<file path="config.mk">
export PLATFORM = sky130hd
export DESIGN_NAME = grant_lock_requester
export DESIGN_NICKNAME = d
export VERILOG_FILES = /design/src/rtl/grant_lock_requester.sv
export SDC_FILE = /design/constraint.sdc
export NUM_CORES = 1
export LEC_CHECK = 0
export ABC_CLOCK_PERIOD_IN_PS = 2840
export CAP_MARGIN = 20
export CELL_PAD_IN_SITES_DETAIL_PLACEMENT = 1
export CELL_PAD_IN_SITES_GLOBAL_PLACEMENT = 1
export CORE_ASPECT_RATIO = 2
export CORE_MARGIN = 1.5
export CORE_UTILIZATION = 17
export CTS_BUF_LIST = sky130_fd_sc_hd__clkbuf_8
export DETAILED_ROUTE_END_ITERATION = 8
export HOLD_SLACK_MARGIN = 0.15
export PLACE_DENSITY = 0.83
export SLEW_MARGIN = 20
export SYNTH_ARGS = -nofsm -noshare
export SYNTH_HDL_FRONTEND = slang
export SYNTH_SLANG_ARGS = --single-unit
</file>
<file path="constraint.sdc">
create_clock -name clk -period 2.84 [get_ports clk]
set_input_delay 0.568 -clock clk [delete_from_list [all_inputs] [get_ports clk]]
set_output_delay 0.568 -clock clk [all_outputs]
set_load 0.02 [all_outputs]
</file>
<file path="src/rtl/grant_lock_requester.sv">
// Requester-side companion to the shared arbiter: requests on behalf of clients, locks onto the
// granted client for a whole packet and forwards its flits under credit-based flow control.
module grant_lock_requester #(
  parameter int unsigned NUM_REQS     = 3,
  parameter int unsigned DATA_WIDTH   = 32,
  parameter int unsigned LEN_WIDTH    = 4,
  parameter int unsigned CREDIT_DEPTH = 4,
  localparam int unsigned CW          = $clog2(CREDIT_DEPTH + 1)
) (
  input  logic                           clk,
  input  logic                           reset,
  input  logic [NUM_REQS-1:0]            req_valid,
  input  logic [NUM_REQS*LEN_WIDTH-1:0]  req_len,
  input  logic [NUM_REQS*DATA_WIDTH-1:0] req_data,
  output logic [NUM_REQS-1:0]            req_ready,
  output logic [NUM_REQS-1:0]            arb_requests,
  input  logic [NUM_REQS-1:0]            arb_grants,
  output logic                           out_valid,
  output logic [DATA_WIDTH-1:0]          out_data,
  output logic                           out_tail,
  output logic [NUM_REQS-1:0]            out_owner,
  input  logic                           credit_return,
  output logic [CW-1:0]                  credits,
  output logic                           busy,
  output logic                           err
);

  typedef enum logic [0:0] {StIdle, StXfer} state_e;

  localparam logic [CW-1:0] CredMax = CW'(CREDIT_DEPTH);

  state_e                state_q, state_d;
  logic [NUM_REQS-1:0]   owner_q, owner_d;
  logic [LEN_WIDTH-1:0]  rem_q, rem_d;
  logic [CW-1:0]         cred_q, cred_d;
  logic                  err_q, err_d;

  logic                  cred_nz;
  logic                  xfer;
  logic                  grant_subset;
  logic [LEN_WIDTH-1:0]  grant_len;
  logic [DATA_WIDTH-1:0] owner_data;

  assign cred_nz      = (cred_q != '0);
  assign grant_subset = ((arb_grants & ~arb_requests) == '0);
  assign xfer         = (state_q == StXfer) && (|(req_valid & owner_q)) && cred_nz;

  // One-hot select muxes; the OR-reduction is only meaningful for a one-hot select.
  always_comb begin
    grant_len  = '0;
    owner_data = '0;
    for (int i = 0; i < NUM_REQS; i++) begin
      if (arb_grants[i]) grant_len = grant_len | req_len[i*LEN_WIDTH +: LEN_WIDTH];
      if (owner_q[i]) owner_data = owner_data | req_data[i*DATA_WIDTH +: DATA_WIDTH];
    end
  end

  // Requests are held off while reset is asserted so every output reads 0 except credits.
  assign arb_requests = ((state_q == StIdle) && cred_nz && reset) ? req_valid : '0;
  assign req_ready    = xfer ? owner_q : '0;
  assign out_valid    = xfer;
  assign out_data     = xfer ? owner_data : '0;
  assign out_tail     = xfer && (rem_q == LEN_WIDTH'(1));
  assign out_owner    = owner_q;
  assign credits      = cred_q;
  assign busy         = (state_q == StXfer);
  assign err          = err_q;

  always_comb begin
    state_d = state_q;
    owner_d = owner_q;
    rem_d   = rem_q;
    cred_d  = cred_q;
    err_d   = err_q;

    unique case (state_q)
      StIdle: begin
        if (arb_grants != '0) begin
          if ($onehot(arb_grants) && grant_subset) begin
            owner_d = arb_grants;
            rem_d   = (grant_len == '0) ? LEN_WIDTH'(1) : grant_len;
            state_d = StXfer;
          end else begin
            err_d = 1'b1;
          end
        end
      end
      StXfer: begin
        if (xfer) begin
          rem_d = rem_q - LEN_WIDTH'(1);
          if (rem_q == LEN_WIDTH'(1)) begin
            state_d = StIdle;
            owner_d = '0;
          end
        end
      end
      default: state_d = StIdle;
    endcase

    if (xfer && !credit_return) begin
      cred_d = cred_q - CW'(1);
    end else if (!xfer && credit_return) begin
      // A return with every slot already free is a downstream protocol error.
      if (cred_q == CredMax) err_d = 1'b1;
      else cred_d = cred_q + CW'(1);
    end
  end

  always_ff @(posedge clk or negedge reset) begin
    if (!reset) begin
      state_q <= StIdle;
      owner_q <= '0;
      rem_q   <= '0;
      cred_q  <= CredMax;
      err_q   <= 1'b0;
    end else begin
      state_q <= state_d;
      owner_q <= owner_d;
      rem_q   <= rem_d;
      cred_q  <= cred_d;
      err_q   <= err_d;
    end
  end

endmodule

</file>
==> metrics.md <==
| Metric | Value |
|---|---|
| Outcome | `finished clean` |
| Logic pwr share | `0.728` |
| GRT met2 Usage | `0.328` |
| Measured slew at the worst slew-check pin | `approximately 0.45 ns` |
| Synth Area in Compound Gates | `0.382` |
| Main combinational cell family by area after synthesis | `compound AO/OA/AOI/OAI gates` |
| Routability cong. | `0.857` |
| Clock group share of total power | `0.101` |
| Worst Path Arrival | `around 2.2 ns` |
| First-pass GRT wire length | `between 10000 and 15000 um` |
| Sequential cell area | `302 sq um` |
| Root buffer cell | `clkbuf_8` |
| Final Net Count | `471` |
| CP startpoint kind | `input port` |
| Initial antenna violation count | `0` |
| Post-synthesis area per instance | `approximately 8.1 sq um` |
| Row cnt | `47` |
| Number of synthesis warnings | `0` |
| PwrDens | `around 580 nW/um^2` |
| Num CTS Buffers | `3` |
| Starting density of the core | `0.173` |
| Vias in the first global route | `~2400` |
| Sw Ratio | `0.458` |
| CTS tree | `done` |
| R2R cell count | `11` |
| Worst path cell trace | `clkdlybuf4s50_1 -> a222oi_1 -> or3_4 -> buf_12 -> nor2_1 -> clkdlybuf4s15_1` |
| Main synth FF type | `dfrtp_1` |
| Top delay family on crit path | `buffers and inverters` |
| WP data required | `roughly 2.3 ns` |
| Fin Clk Skew | `about 0.00058 ns` |
| Multiplexer share of the synthesized area | `0.0300` |
| GR Util met1 | `0.162` |
| Die H | `between 100 and 150 um` |
| Sink Count | `12` |
| Fillcell total | `1003` |
| Clk Latency, worst-skew pair | `roughly 0.24 ns` |
| DR pass1 iterations | `7` |
| Full die area | `8930 sq um` |
| Pint | `approximately 1 mW` |
| Final Max Slew Viols | `0` |
| Leading post-synthesis cells by cell area | `a222oi_1 25%, dfrtp_1 19%, nor2_1 9.5%` |
| Total Wirelength | `~8000 um` |
| Top-count cell post-synth | `nor2_1` |
| Number of max-cap violations | `0` |
| Ant diodes | `0` |
| Flop pwr share | `0.171` |
| Hold depth | `1` |
| Vias | `between 2000 and 2500` |
| Overall power | `~1.9 mW` |
| Number of enable flip-flop cells after synthesis | `0` |
| Seq/Total Area, Yosys | `0.213` |
| Area share of the largest cell type after synthesis | `0.247` |
| Flip-flop and latch count after synthesis | `12` |
| Tmin final | `approximately 2.8 ns` |
| Worst VDD drop | `roughly 440 uV` |
| RSZ-0062 raised after global routing | `yes` |
| Share of flip-flops with an asynchronous set or reset | `1.00` |
| Area delta synth->final | `124%` |
| Worst min-delay path category | `reg2reg` |
| Setup crit end kind | `output pin` |
| Hold-fix buffers at CTS | `0` |
| Cells after Synth | `176` |
| Sw power | `between 0.8 and 0.9 mW` |
| Final Cycle Share | `0.978` |
| Multi-input logic area | `1010 sq um` |
| Hpwl dp | `6610 um` |
| DP Cell Count | `439` |
| Dpl cell area | `approximately 3200 sq um` |
| Level count of the clock H-tree | `1` |
| Post-Synth Simple-Gate Area | `0.222` |
| Hold Vio Cnt, Final | `0` |
| CTS max path bufs | `2` |
| Worst Setup Path Type | `in2out` |
| Post-layout util | `0.388` |
| Crit-path slowest cell | `clkdlybuf4s50_1` |
| Layout cells sized above 1 | `0.219` |
| Synth Area in XOR/XNOR | `0.00618` |
| Avg WL per Cell | `about 18 um` |
| Largest net degree at the start of global routing | `36` |
| CP max FO | `32` |
| Fin area | `3170 sq um` |
| Gr busiest metal | `met2` |
| Core footprint | `between 8000 and 9000 sq um` |
| Setup-failing EPs final | `0` |
| Crit path largest cell delay | `roughly 0.49 ns` |
| Final Non-Filler Cells | `445` |
| Cell taking the most area after synthesis | `a222oi_1` |
| Buf/Inv on CP | `3` |
| Critical path depth | `6` |
| Leak Pwr | `roughly 1.3 nW` |
| Top Ports | `between 150 and 200` |
| ANT nets after route | `0` |
| Chip width | `slightly below 70 um` |
| Synthesized netlist net count | `between 200 and 300` |
| Post-detailed-route via-to-cell ratio | `~5.2` |
| Post-Syn Area | `about 1400 sq um` |
| Slew margin rel. | `0.697` |
| DRC violations left | `0` |
| Gr usage total | `0.171` |
| Routing usage on met3 | `0.0427` |
| Count of cell types in the netlist | `39` |
| Post-Synth Adder-Cell Area | `0.0635` |
| Starting DRT DRC Count | `~190` |
| Fmax | `between 300 and 400 MHz` |
| CTS clk-pin slew, worst paths | `0.05 ns` |
| Post-synth top cells | `36 x nor2_1, 35 x a222oi_1, 13 x clkbuf_1` |
| # port buffers | `164` |
| Gr ovfl total | `0` |
[worst register-to-register path: stages (launching register included)]
cell and delay [ns]:
dfstp_2 0.59, nor3_2 0.11, or3_4 0.39, inv_2 0.09
buf_4 0.14, ha_1 0.17, inv_1 0.07, fa_2 0.37
a211oi_2 0.16, a21oi_1 0.05, o21ai_0 0.14, o31ai_1 0.10
[sequential cells by signal, indices dropped and copies added (netlist names)]
| register | flops |
|---|---|
| rem_q | 4 |
| credits | 3 |
| out_owner | 3 |
| busy | 1 |
| err | 1 |
[through the flow]
| step | setup slack (ns) | hold slack (ns) | setup TNS [ns] |
|---|---|---|---|
| final | 0.0615 | 0.528 | 0 |
| after global routing | -0.0399 | 0.539 | -0.0399 |
| after CTS | 0.00828 | 0.521 | 0 |
| after detailed placement | -0.393 | 0.492 | -13.16 |
| after global placement | -0.365 | 0.495 | -12.70 |
| after floorplan | 0.138 | 0.272 | 0 |
[power groups by stage]
stage               clock network, mW  logic (mW)  registers [mW]
floorplan                           0       0.699           0.367
detailed placement                  0        1.35           0.319
CTS                             0.192        1.34           0.317
global placement                    0        1.30           0.314
finish                          0.188        1.35           0.317
global route                    0.205        1.47           0.328
[layout by cell type, fill, tap and decap left out, drive strengths merged]
cell type	Yosys	final
a211oi	1	1
a21oi	3	3
a221o	1	1
a222oi	35	35
a22oi	2	2
a31o	2	2
a31oi	1	1
and2	3	3
and3	2	2
buf	5	23
clkbuf	13	36
clkdlybuf4s15	0	1
clkdlybuf4s50	0	127
dfrtp	11	11
dfstp	1	1
dlygate4sd2	0	2
fa	2	2
ha	4	4
inv	11	11
mux2	2	2
mux2i	2	2
nand2	8	8
nand2b	1	1
nand3	2	2
nor2	36	36
nor2b	1	1
nor3	7	7
nor3b	2	2
nor4b	1	1
o2111ai	1	1
o211ai	1	1
o21ai	5	5
o221a	2	2
o221ai	1	1
o31ai	4	4
or3	2	2
xor2	1	1
[cell families (layout without fill, tap and decap cells)]
| kind of cell | after synthesis | after routing |
|---|---|---|
| AND/OR/NAND/NOR | 65 | 65 |
| flip-flops | 12 | 12 |
| XOR/XNOR | 1 | 1 |
| multiplexers | 4 | 4 |
| buffers and inverters | 29 | 200 |
| adder cells (fa/ha/maj) | 6 | 6 |
| AO/OA/AOI/OAI | 59 | 59 |
[final timing paths]
| path | from | endpoint | slack [ns] |
|---|---|---|---|
| max | req_valid[1] | out_data[9] | 0.06 |
| min | err$_DFF_PN0_ | err$_DFF_PN0_ | 0.53 |
| max reg2reg | credits[2]$_DFFE_PN1P_ | credits[2]$_DFFE_PN1P_ | 0.38 |
| min reg2reg | err$_DFF_PN0_ | err$_DFF_PN0_ | 0.53 |
| max in group asynchronous | reset | credits[2]$_DFFE_PN1P_ | 1.80 |
| min in group asynchronous | reset | rem_q[2]$_DFFE_PN0P_ | 0.81 |
[final cells by class]
type                            instances  share of cell area
Multi-Input combinational cell        135               0.319
Sequential cell                        12              0.0951
Clock buffer                            4              0.0174
Tap cell                               98              0.0387
Timing Repair Buffer                  185               0.517
Inverter                               11              0.0130
[layer usage]
metal	part of all wire	wire length, um	vias to the layer above
met5	0	0	-
met2	0.55	4490	108
li1	-	-	1051
met1	0.33	2730	1116
met4	0.036	295	0
met3	0.086	707	27
[what timing repair did]
item	CTS	global route
pin swaps	0	3
buffers inserted	1	1
endpoints found under the setup margin	38	36
gates resized for setup	47	68
No activity file was read; power rests on OpenSTA's default activity.
==> patch 1: new RTL, config.mk and constraints unchanged <==
Set the parameter `LEN_WIDTH` to 2 (it was 4).
--- a/src/rtl/grant_lock_requester.sv
+++ b/src/rtl/grant_lock_requester.sv
@@ -3,7 +3,7 @@
 module grant_lock_requester #(
   parameter int unsigned NUM_REQS     = 3,
   parameter int unsigned DATA_WIDTH   = 32,
-  parameter int unsigned LEN_WIDTH    = 4,
+  parameter int unsigned LEN_WIDTH    = 2,
   parameter int unsigned CREDIT_DEPTH = 4,
   localparam int unsigned CW          = $clog2(CREDIT_DEPTH + 1)
 ) (
Interface: changed (resized req_len); port bits go from 165 to 159. No check against the original RTL was run, so the function may have changed too.
==> patch 1 against the original RTL <==
  * Cell count decreased by 10%
  * Critical path depth stayed put
  * Area after synthesis fell by 16%
  * Wire length decreased by 7.1%
  * Design area shrank 5.4%
  * Sequential cell count shrank 2
  * Worst setup slack got worse by 9.1 ps
  * Total power is 9.3% higher
  * Critical path type unchanged
  * Largest cell class unchanged
==> patch 1: results (changes against the original RTL) <==
stage;metric;value;unit;change
place;HPWL after detailed placement;6330;um;-4.2%
power_and_ir_drop;combinational share of power;0.769;;+0.041
synth;proportion of synthesized chip area in sequential cells;0.211;;-0.00158
clocking;CTS Buffer Depth;2;;unchanged
route;routed length per instance;19.1;um;+3.4%
finish;layout cell share with drive strength beyond 1;0.0774;;-0.142
clocking;cell chosen for the clock root;clkbuf_8;;
route;metal1 wirelength;2750;um;+0.95%
route;First-pass DRT Iterations;9;;+2
route;Detail Route met2 WL;3590;um;-20%
power_and_ir_drop;combinational cell power;1560;uW;+16%
synth;Area contributors post-synth;a222oi_1 29%, dfrtp_1 19%, nor2_1 11%;;
setup_path;Worst R2R Setup Slack;400;ps;+20 ps
setup_path;launching point of the worst reg2reg path;out_owner[1]$_DFFE_PN0P_;;
global_route;wire length of the first global-routing pass;11800;um;-0.24%
route;detailed-route vias per instance;5.18;;about the same
clocking;deepest level of the CTS H-tree;1;;unchanged
place;dpl cells;396;;-9.8%
sta;setup clock skew after layout;5.70;ps;+5.12 ps
global_route;GR met3 Demand/Resource;0.122;;+0.0798
power_and_ir_drop;sequential power share;0.158;;-0.013
power_and_ir_drop;static leakage;0.00123;uW;-3.3%
clocking;Skew-Pair Late Insertion Delay;240;ps;about the same
setup_path;capturing element of the worst setup path;out_tail;;
finish;number of nets in the layout;427;;-9.3%
setup_path;max incr delay on CP;440;ps;-50 ps
global_route;met1 Use GR;0.213;;+0.0514
sta;worst slew pin tran;526;ps;+74.0 ps
hold_path;class of the most critical hold timing path;register to register;;
route;total wire length;7640;um;-7.1%
setup_path;FF-to-FF path depth;10;;-1
synth;most numerous cell types in the synthesized netlist;35 x a222oi_1, 35 x nor2_1, 15 x clkbuf_1;;
power_and_ir_drop;largest voltage drop on the vdd net;0.491;mV;+13%
global_route;global-route total usage across every layer;0.199;;+0.0272
place;Final GP Congestion;0.914;;+6.6%
place;count of port buffers added during placement;158;;-3.7%
clocking;number of buffers inserted by post-CTS setup repair;0;;-1
global_route;via count of the first global-routing pass;2282;;-6.3%
power_and_ir_drop;P_int;1060;uW;+5.4%
setup_path;largest fanout on the critical path;5;;-84%
sta;setup violators final;0;;unchanged
global_route;GR Util met2;0.340;;+0.0112
synth;net count of the mapped netlist;266;;-11%
synth;count of unique library cells instantiated by Yosys;30;;-23%
route;amount of wire on met3 after detailed routing;1240;um;+75%
outcome;outcome;finished, final reports clean;;
route;violation count after the first detailed-routing iteration;202;;+7.4%
synth;gate count of the mapped netlist;150;;-15%
patch 1: layout make-up:
type	count	area [um2]
inverters	7	26.3
repair buffers	173	1720
well taps	90	113
clock buffers	3	41.3
fillers	822	3830
flip-flops and latches	10	251
clock inverters	1	3.75
multi-input cells	116	850
patch 1: kinds of logic after synthesis:
logic type | count (synthesis) | synth area share
muxes | 3 | 0.0273
DFF | 10 | 0.211
xor gates and xnor gates | 2 | 0.0147
AOI/OAI and AO/OA | 48 | 0.373
and+or+nand+nor | 58 | 0.231
adders and majority gates | 5 | 0.0651
buffers and inverters | 24 | 0.0777
patch 1: through the flow:
| step | setup slack, ps | utilization | hold slack [ps] | instance area (um2) |
|---|---|---|---|---|
| after floorplan | 445 | - | 272 | 1190 |
| after global placement | -112 | 0.435 | 469 | 2970 |
| after detailed placement | -197 | 0.435 | 505 | 2970 |
| after CTS | 21.1 | 0.434 | 516 | 2970 |
| after global routing | 2.12 | 0.439 | 529 | 3000 |
| final | 52.4 | 0.439 | 509 | 3000 |
patch 1: worst min-delay path by stage:
stage                               startpoint                   end  slack, ps  cells after the start
final                     rem_q[1]$_DFFE_PN0P_  rem_q[1]$_DFFE_PN0P_        510                      1
after CTS                 rem_q[1]$_DFFE_PN0P_  rem_q[1]$_DFFE_PN0P_        520                      1
after global placement    rem_q[1]$_DFFE_PN0P_  rem_q[1]$_DFFE_PN0P_        470                      1
after global routing      rem_q[1]$_DFFE_PN0P_  rem_q[1]$_DFFE_PN0P_        530                      1
after floorplan                          reset        busy$_DFF_PN0_        270                      0
after detailed placement  rem_q[1]$_DFFE_PN0P_  rem_q[1]$_DFFE_PN0P_        510                      1
patch 1: repair_timing:
item / CTS / global route
gates resized for setup: 37 / 25
setup endpoints to repair: 37 / 34
pin swaps: 1 / 1
==> patch 2: new RTL, same flow settings <==
Made on the original files. Reset style: synchronous (`reset`), changed in one clocked block.
--- a/src/rtl/grant_lock_requester.sv
+++ b/src/rtl/grant_lock_requester.sv
@@ -106,7 +106,7 @@
     end
   end
 
-  always_ff @(posedge clk or negedge reset) begin
+  always_ff @(posedge clk) begin
     if (!reset) begin
       state_q <= StIdle;
       owner_q <= '0;
Check against the original RTL: differs if reset is asserted again (counterexample within 4 cycles, from zero or initial values and one cycle with reset low); with reset held inactive, the same outputs for 10 cycles.
==> patch 2 against the original RTL <==
  * Wire length fell by 5.0%
  * First-iteration DRC count is 16% higher
  * Global-route usage is 0.23 points lower
  * Area after synthesis fell by 3.6%
  * Sequential cell count is the same
  * Critical path depth unchanged
  * Design area up 0.39%
  * Worst setup slack worse by 20 ps
  * Critical endpoint is now out_data[29]
Power is left out: it rests on default switching activity, and per cell area and clock period it moved more than threefold.
==> patch 2: results (changes against the original RTL) <==
stage;metric;value;unit;change
outcome;outcome;finished, final reports clean;;
sta;setup clock skew after layout;1.30;ps;+0.714 ps
route;violation count after the first detailed-routing iteration;219;;+16%
clocking;deepest level of the CTS H-tree;1;;unchanged
finish;Antenna Cells;0;;unchanged
finish;layout cell share with drive strength beyond 1;0.119;;-0.100
clocking;CTS Buffer Depth;2;;unchanged
synth;most numerous cell types in the synthesized netlist;40 x nor2_1, 35 x a222oi_1, 12 x dfxtp_1, 12 x nand2_1, 11 x clkbuf_1;;
synth;largest area contributor in the synthesized netlist;a222oi_1;;
clocking;cell chosen for the clock root;clkbuf_8;;
synth;Most used DFF post-synth;dfxtp_1;;
setup_path;Worst R2R Setup Slack;570;ps;+190 ps
global_route;initial antenna violation count;0;;unchanged
setup_path;max incr delay on CP;490;ps;about the same
setup_path;largest fanout on the critical path;33;;+3.1%
route;total wire length;7810;um;-5.0%
setup_path;Arrival @ worst endpoint;2230;ps;+20 ps
place;Final GP Congestion;0.787;;-8.2%
synth;area fraction of the dominant cell type after synthesis;0.256;;+0.00928
hold_path;class of the most critical hold timing path;register to register;;
place;Post-Place Worst Slack;-489;ps;-95.9 ps
sta;Fin Hold WS;499;ps;-28.6 ps
route;First-pass DRT Iterations;6;;-1
synth;share of synthesized registers carrying an async set or reset;0;;-1.00
clocking;Skew-Pair Late Insertion Delay;240;ps;about the same
place;HPWL after detailed placement;6340;um;-4.1%
clocking;number of clock buffers inserted by TritonCTS;3;;unchanged
synth;net count of the mapped netlist;311;;+4.0%
place;count of port buffers added during placement;164;;unchanged
global_route;maximum number of pins on one net before global-route repair;36;;unchanged
global_route;global-route total usage across every layer;0.169;;-0.00234
clocking;clock slew at the register clock pins of the worst setup and hold paths;50;ps;about the same
sta;worst slew pin tran;472;ps;+20.5 ps
clocking;number of buffers inserted by post-CTS setup repair;0;;-1
synth;count of yosys warnings during synthesis;0;;unchanged
finish;largest register by flop count;rem_q;;
finish;number of nets in the layout;479;;+1.7%
synth;count of unique library cells instantiated by Yosys;38;;-2.6%
global_route;via count of the first global-routing pass;2384;;-2.1%
finish;Largest register FFs;4;;unchanged
synth;Area contributors post-synth;a222oi_1 26%, dfxtp_1 18%, nor2_1 11%;;
sta;Setup WS post-layout;41.2;ps;-20.3 ps
global_route;wire length of the first global-routing pass;11300;um;-4.4%
setup_path;slowest library cell on the worst path;clkdlybuf4s50_1;;
route;detailed-route vias per instance;5.15;;-0.42%
synth;proportion of synthesized chip area in sequential cells;0.176;;-0.0369
[patch 2: what timing repair did]
action	in CTS	in global routing
hold endpoints to repair	0	0
gates resized for setup	62	24
setup endpoints to repair	38	22
[patch 2: logic make-up after synthesis]
kind of cell	after synthesis	synth area share
AND/OR/NAND/NOR	78	0.261
AO/OA/AOI/OAI	60	0.396
buffers and inverters	30	0.0879
flip-flops	12	0.176
adder cells (fa/ha/maj)	6	0.0659
XOR/XNOR	1	0.00641
multiplexers	1	0.00733
[patch 2: routing by layer]
layer  vias to the layer above  share of wire  track usage
li1                       1074              -            -
met1                      1096           0.30        0.148
met2                       136           0.59        0.355
met3                        12          0.096       0.0319
met4                         0          0.020       0.0600
met5                         -              0            0
[patch 2: final timing paths]
check,endpoint,from,cells past startpoint
setup reg to reg,credits[2]$_SDFFE_PN1P_,credits[2]$_SDFFE_PN1P_,9
hold reg to reg,rem_q[1]$_SDFFE_PN0P_,rem_q[1]$_SDFFE_PN0P_,1
setup / recovery,out_data[29],req_valid[0],6
hold / removal,rem_q[1]$_SDFFE_PN0P_,rem_q[1]$_SDFFE_PN0P_,1
[patch 2: per-stage QoR]
stage / instance area [um2] / instances
after floorplan: 1370 / 188
after global placement: 3190 / 447
after detailed placement: 3190 / 447
after CTS: 3210 / 450
after global routing: 3180 / 450
final: 3180 / 450
[patch 2: area by class of cell]
cell class | count | area, um2
Fill cell | 981 | 4700
Tap cell | 96 | 120
Multi-Input combinational cell | 146 | 1010
Clock buffer | 3 | 41.3
Inverter | 10 | 40.0
Timing Repair Buffer | 183 | 1730
Sequential cell | 12 | 240
[patch 2: critical path: cells and delay by family]
kind / cells / cell delay, ps
buffers and inverters: 3 / 1010
AND/OR/NAND/NOR: 2 / 540
AO/OA/AOI/OAI: 1 / 100
